File: config.mk
export PLATFORM = sky130hd
export DESIGN_NAME = truncation_sram_ctrl
export DESIGN_NICKNAME = d
export VERILOG_FILES = /design/src/rtl/truncation_sram_pkg.sv /design/src/rtl/truncation_sram_wl_dec.sv /design/src/rtl/truncation_sram_ctrl.sv
export SDC_FILE = /design/constraint.sdc
export NUM_CORES = 1
export LEC_CHECK = 0
export ABC_AREA = 1
export CAP_MARGIN = 25
export CORE_AREA = 2 2 476 478
export CTS_BUF_LIST = sky130_fd_sc_hd__clkbuf_2 sky130_fd_sc_hd__clkbuf_4 sky130_fd_sc_hd__clkbuf_8
export DETAILED_ROUTE_END_ITERATION = 10
export DIE_AREA = 0 0 478 480
export HOLD_SLACK_MARGIN = 0.15
export PLACE_DENSITY = 0.43
export SYNTH_ARGS = -nofsm -noshare
export SYNTH_HDL_FRONTEND = slang
export SYNTH_SLANG_ARGS = --single-unit
File: constraint.sdc
create_clock -name wb_clk_i -period 3.3 [get_ports wb_clk_i]
set_input_delay 0.66 -clock wb_clk_i [delete_from_list [all_inputs] [get_ports wb_clk_i]]
set_output_delay 0.66 -clock wb_clk_i [all_outputs]
set_load 0.03 [all_outputs]
File: src/rtl/truncation_sram_pkg.sv
// Shared constants, FSM state type and request record for the truncation SRAM sequencer.
package truncation_sram_pkg;

  localparam int unsigned ADDR_W = 10;
  localparam int unsigned DATA_W = 32;
  localparam int unsigned NUM_WL = 1 << ADDR_W;

  typedef enum logic [1:0] {
    StIdle,
    StPrech,
    StAccess,
    StRecov
  } state_e;

  typedef struct packed {
    logic              we;
    logic [ADDR_W-1:0] addr;
    logic [DATA_W-1:0] wdata;
    logic [DATA_W-1:0] trunc;
    logic              byte_mode;
    logic              tail;
  } req_t;

  // Byte mode returns only the low byte of the macro's read data.
  function automatic logic [DATA_W-1:0] mask_rdata(input logic [DATA_W-1:0] data,
                                                   input logic              byte_mode);
    logic [DATA_W-1:0] res;
    res = data;
    if (byte_mode) begin
      res[DATA_W-1:8] = '0;
    end
    return res;
  endfunction

endpackage

File: src/rtl/truncation_sram_wl_dec.sv
// Registered one-hot wordline decoder; all wordlines low when not enabled.
module truncation_sram_wl_dec
  import truncation_sram_pkg::*;
(
  input  logic              clk_i,
  input  logic              rst_ni,
  input  logic              en_i,
  input  logic [ADDR_W-1:0] addr_i,
  output logic [NUM_WL-1:0] wl_o
);

  logic [NUM_WL-1:0] wl_d, wl_q;

  // Decode the index into a single asserted wordline
  always_comb begin
    wl_d = '0;
    if (en_i) begin
      wl_d[addr_i] = 1'b1;
    end
  end

  // Wordlines come straight from flops so the macro never sees decode glitches
  always_ff @(posedge clk_i or negedge rst_ni) begin
    if (!rst_ni) begin
      wl_q <= '0;
    end else begin
      wl_q <= wl_d;
    end
  end

  assign wl_o = wl_q;

endmodule

File: src/rtl/truncation_sram_ctrl.sv
// Access sequencer for the truncation SRAM macro: precharge, wordline/enable window, recovery.
// Every pin toward the macro is a flop output, computed one cycle ahead from the next state.
module truncation_sram_ctrl
  import truncation_sram_pkg::*;
#(
  parameter int unsigned PRE_CYCLES    = 2,
  parameter int unsigned ACCESS_CYCLES = 2
) (
  input  logic              wb_clk_i,
  input  logic              wb_rst_n,
  input  logic              req_valid,
  output logic              req_ready,
  input  logic              req_we,
  input  logic [ADDR_W-1:0] req_addr,
  input  logic [DATA_W-1:0] req_wdata,
  input  logic [DATA_W-1:0] req_trunc,
  input  logic              req_byte_mode,
  input  logic              req_tail,
  output logic              rsp_valid,
  output logic [DATA_W-1:0] rsp_rdata,
  output logic              sram_pre,
  output logic              sram_readen,
  output logic              sram_writeen,
  output logic [NUM_WL-1:0] sram_wl,
  output logic [DATA_W-1:0] sram_datain,
  output logic [DATA_W-1:0] sram_trunk,
  output logic              sram_byte_mode_enb,
  output logic              sram_tail_in,
  input  logic [DATA_W-1:0] sram_dataout
);

  localparam int unsigned MaxCycles = (PRE_CYCLES > ACCESS_CYCLES) ? PRE_CYCLES : ACCESS_CYCLES;
  localparam int unsigned CntW      = $clog2(MaxCycles + 1);
  localparam logic [CntW-1:0] PreLoad = CntW'(PRE_CYCLES - 1);
  localparam logic [CntW-1:0] AccLoad = CntW'(ACCESS_CYCLES - 1);

  state_e            state_d, state_q;
  logic [CntW-1:0]   cnt_d, cnt_q;
  req_t              req_d, req_q;
  logic              bm_enb_d, bm_enb_q;
  logic              ready_d, ready_q;
  logic              pre_d, pre_q;
  logic              readen_d, readen_q;
  logic              writeen_d, writeen_q;
  logic              rsp_valid_d, rsp_valid_q;
  logic [DATA_W-1:0] rdata_d, rdata_q;
  logic              wl_en;
  logic              accept;
  logic              last_phase;
  logic              capture;

  assign accept     = req_valid & ready_q;
  assign last_phase = (cnt_q == '0);

  // State and phase counter registers
  always_ff @(posedge wb_clk_i or negedge wb_rst_n) begin
    if (!wb_rst_n) begin
      state_q <= StIdle;
      cnt_q   <= '0;
    end else begin
      state_q <= state_d;
      cnt_q   <= cnt_d;
    end
  end

  // Next state; the counter reloads on entry and counts down to zero without wrapping
  always_comb begin
    state_d = state_q;
    cnt_d   = cnt_q;
    case (state_q)
      StIdle: begin
        if (accept) begin
          state_d = StPrech;
          cnt_d   = PreLoad;
        end
      end
      StPrech: begin
        if (last_phase) begin
          state_d = StAccess;
          cnt_d   = AccLoad;
        end else begin
          cnt_d = cnt_q - CntW'(1);
        end
      end
      StAccess: begin
        if (last_phase) begin
          state_d = StRecov;
          cnt_d   = '0;
        end else begin
          cnt_d = cnt_q - CntW'(1);
        end
      end
      StRecov: begin
        state_d = StIdle;
        cnt_d   = '0;
      end
      default: begin
        state_d = StIdle;
        cnt_d   = '0;
      end
    endcase
  end

  // Output next values, decoded from the next state so the flops line up with the state
  always_comb begin
    ready_d     = (state_d == StIdle);
    pre_d       = (state_d == StPrech);
    wl_en       = (state_d == StAccess);
    readen_d    = wl_en & ~req_q.we;
    writeen_d   = wl_en & req_q.we;
    rsp_valid_d = (state_d == StRecov);
    // Read data is taken at the edge that closes the last access cycle
    capture     = (state_q == StAccess) & last_phase & ~req_q.we;
    rdata_d     = capture ? mask_rdata(sram_dataout, req_q.byte_mode) : rdata_q;
  end

  // Request latch; busy-time request inputs never reach it
  always_comb begin
    req_d = req_q;
    if (accept) begin
      req_d.we        = req_we;
      req_d.addr      = req_addr;
      req_d.wdata     = req_wdata;
      req_d.trunc     = req_trunc;
      req_d.byte_mode = req_byte_mode;
      req_d.tail      = req_tail;
    end
    bm_enb_d = ~req_d.byte_mode;
  end

  // Datapath and strobe registers; reset drops every strobe at once
  always_ff @(posedge wb_clk_i or negedge wb_rst_n) begin
    if (!wb_rst_n) begin
      req_q       <= '0;
      bm_enb_q    <= 1'b1;
      ready_q     <= 1'b0;
      pre_q       <= 1'b0;
      readen_q    <= 1'b0;
      writeen_q   <= 1'b0;
      rsp_valid_q <= 1'b0;
      rdata_q     <= '0;
    end else begin
      req_q       <= req_d;
      bm_enb_q    <= bm_enb_d;
      ready_q     <= ready_d;
      pre_q       <= pre_d;
      readen_q    <= readen_d;
      writeen_q   <= writeen_d;
      rsp_valid_q <= rsp_valid_d;
      rdata_q     <= rdata_d;
    end
  end

  truncation_sram_wl_dec u_wl_dec (
    .clk_i  (wb_clk_i),
    .rst_ni (wb_rst_n),
    .en_i   (wl_en),
    .addr_i (req_q.addr),
    .wl_o   (sram_wl)
  );

  assign req_ready          = ready_q;
  assign rsp_valid          = rsp_valid_q;
  assign rsp_rdata          = rdata_q;
  assign sram_pre           = pre_q;
  assign sram_readen        = readen_q;
  assign sram_writeen       = writeen_q;
  assign sram_datain        = req_q.wdata;
  assign sram_trunk         = req_q.trunc;
  assign sram_byte_mode_enb = bm_enb_q;
  assign sram_tail_in       = req_q.tail;

endmodule

==> metrics.cfg <==
[outcome]
status=finished clean

[routing]
routed_wirelength_mm=227
drtIter0Drc=2788
drc=0
num_vias=33000
viasPerCell=3.96
wl_per_cell_um=27.2
ant_nets=0
drtPass1Iterations=7

[yosys]
async_reset_ff_frac=1.00
synth_area_leaders=dfrtp_1, nand2_1, nor2_1, mux2_2, buf_2
synthFlopType=dfrtp_1
synthesis.area_um2=40100
synthesis.nets=4010
synthCells=3898
synth-seq-cells=1143
ys_types=19
synth_top_area_frac=0.713
avgSynthCellArea_um2=10.3
synth.most_common_cell=dfrtp_1
yosysSeqAreaShare=0.713
synthTopCellsByCount=dfrtp_1, nand2_1, nor2_1
synth_edf_count=0
ys_warn_count=0
synth_top_area_cell=dfrtp_1

[grt]
antenna_found_initial=31
grt_max_degree=122
first_global_vias=33700
grt_pass1_wl_mm=301
grt_remaining_overflow=0
grt.total_usage=0.192

[timing]
period_share=0.862
fin_setup_tns_ns=0
setup_viol=0
rsz0062_at_grt=no
finalHoldViolCount=0
period_minus_slack_ns=2.85
slew_headroom=0.354
clock_skew_ns=0.0573
clock.fmax_mhz=351
tightest_slew_ns=0.965
slew_violations=0

[place]
port_buffers=1238
place.gp.congestion=0.781
post-dp-hpwl_mm=149

[critical_path]
crit_slowest_cell=clkdlybuf4s50_1
r2r_slack_ns=0.86
ff2ff_path_depth=6
path_cells=clkdlybuf4s50_1
arrival_ns=2.19
critPathMaxFanout=2
regToRegStartpoint=req_q[72]
reg2reg_to=u_wl_dec.wl_o[532]
critPathKind=flip-flop to primary output
critPathLaunchType=flip-flop
slowest_delay_ns=0.88
crit_family=buffers and inverters
worst_ep_required_time_ns=2.64
critPathBufInv=1
cp-end-kind=primary output

[power_and_ir_drop]
p_leak_nw=25.3
vdd_drop_max_uv=513
power_density_nw_per_um2=692

[clock_network]
clk_pin_slew_ns=0.05
cts-htree-levels=4
cts_tree=done
root_buffer=clkbuf_8
cts_setup_buffers=0
cts-buffers-inserted=206
cts_num_sinks=1143
cts_buffer_depth=3
clkLatencyLatePin_ns=0.95

[floorplanning]
row_count=174
io-pin-count=1239
dieWidth_um=478
start_util=0.179
die_h_um=480
die_area_um2=229000
coreArea_um2=224000

[final_layout]
layout.nets=5287
drive_above_1_share=0.130
fin_util=0.275
syn_to_final_growth_pct=53.4

[hold_path]
min_path_cells=3
worstHoldPathType=input pin to flip-flop
min-delay-start=req_addr[7]
hold_path_end=req_q[73]

[job]
maxCapViolCount=0

[metal layers]
layer / up-vias / GRT usage / routed length [um]
met5: - / 0 / 13
met4: 2 / 0.0677 / 6850
met3: 307 / 0.0560 / 17700
met2: 1648 / 0.319 / 110000
met1: 16800 / 0.236 / 92500
li1: 14200 / - / -
[sequential cells by signal, indices dropped and copies added (netlist names)]
name	flops
cnt_q	2
req_q	12
req_ready	1
rsp_rdata	32
rsp_valid	1
sram_byte_mode_enb	1
sram_datain	32
sram_pre	1
sram_readen	1
sram_tail_in	1
sram_trunk	32
sram_writeen	1
state_q	2
u_wl_dec.wl_o	1024
[tightest hold or removal path, delay by kind of cell]
kind	cells	cell delay, ns
buf+inv	1	0.40
simple gates	1	0.10
compound gates	1	0.04
[per-stage QoR]
| step | total power [mW] | hold slack [ns] | cells | instance area, um2 | setup WS, ns |
|---|---|---|---|---|---|
| 2_1_floorplan | 22.4 | 0.364 | 3898 | 40100 | 1.55 |
| 3_3_place_gp | 28.6 | 0.454 | 7930 | 56800 | 0.492 |
| 3_5_place_dp | 28.7 | 0.445 | 7930 | 56800 | 0.435 |
| 4_1_cts | 43.3 | 0.151 | 8319 | 61500 | 0.243 |
| 5_1_grt | 44.5 | 0.215 | 8325 | 61500 | 0.316 |
| 6_report | 42.6 | 0.311 | 8339 | 61500 | 0.455 |
[worst max-delay path by stage]
stage,start,endpoint,cells after the start
4_1_cts,rsp_rdata[2],rsp_rdata[2],1
3_3_place_gp,req_valid,u_wl_dec.wl_o[117],8
2_1_floorplan,req_valid,u_wl_dec.wl_o[36],8
6_report,rsp_rdata[2],rsp_rdata[2],1
5_1_grt,rsp_rdata[2],rsp_rdata[2],1
3_5_place_dp,req_valid,u_wl_dec.wl_o[310],8
[final cells by class]
class / count / area, um2
well taps: 2992 / 3740
multi-input cells: 2347 / 9900
diodes: 20 / 50.0
repair buffers: 1456 / 14800
clock buffers: 329 / 4070
fillers: 23400 / 162000
flip-flops and latches: 1143 / 28600
clock inverters: 31 / 328
inverters: 21 / 78.8
[what timing repair did]
action,4_1_cts,5_1_grt
hold buffers,29,0
endpoints found under the hold margin,222,0
resized for setup,0,0
[cell usage in the layout, fill, tap and decap left out]
cell type	count
dlygate4sd3_1	29
nand2_1	1109
nand3_2	1
nor2_1	1041
buf_4	137
a21oi_1	13
nand3_1	24
mux2_2	65
inv_2	5
inv_8	1
inv_1	16
nand2_8	1
clkinv_4	1
bufinv_16	3
clkbuf_8	256
clkinv_2	13
clkdlybuf4s50_1	1237
diode_2	20
clkinv_8	1
o21ai_0	12
clkinvlp_4	5
inv_6	2
nand2_4	1
dfstp_2	1
buf_8	1
dfrtp_1	1142
clkbuf_4	73
inv_12	5
buf_12	52
o21ai_1	14
nand2_2	1
nor2_4	65
[kinds of logic (layout without fill, tap and decap cells)]
family | Yosys count | in the layout | share of synthesized area
AND/OR/NAND/NOR | 2243 | 2243 | 0.211
flip-flops | 1143 | 1143 | 0.713
buffers and inverters | 408 | 1837 | 0.0525
multiplexers | 65 | 65 | 0.0183
AO/OA/AOI/OAI | 39 | 39 | 0.00487
other | 0 | 20 | 0
[where the power goes]
group          switching (mW)  total [mW]  internal, mW
clock network            6.33        14.4          8.04
logic                    9.53        12.9          3.41
registers               0.527        15.3          14.8
(Power assumes the default switching activity.)
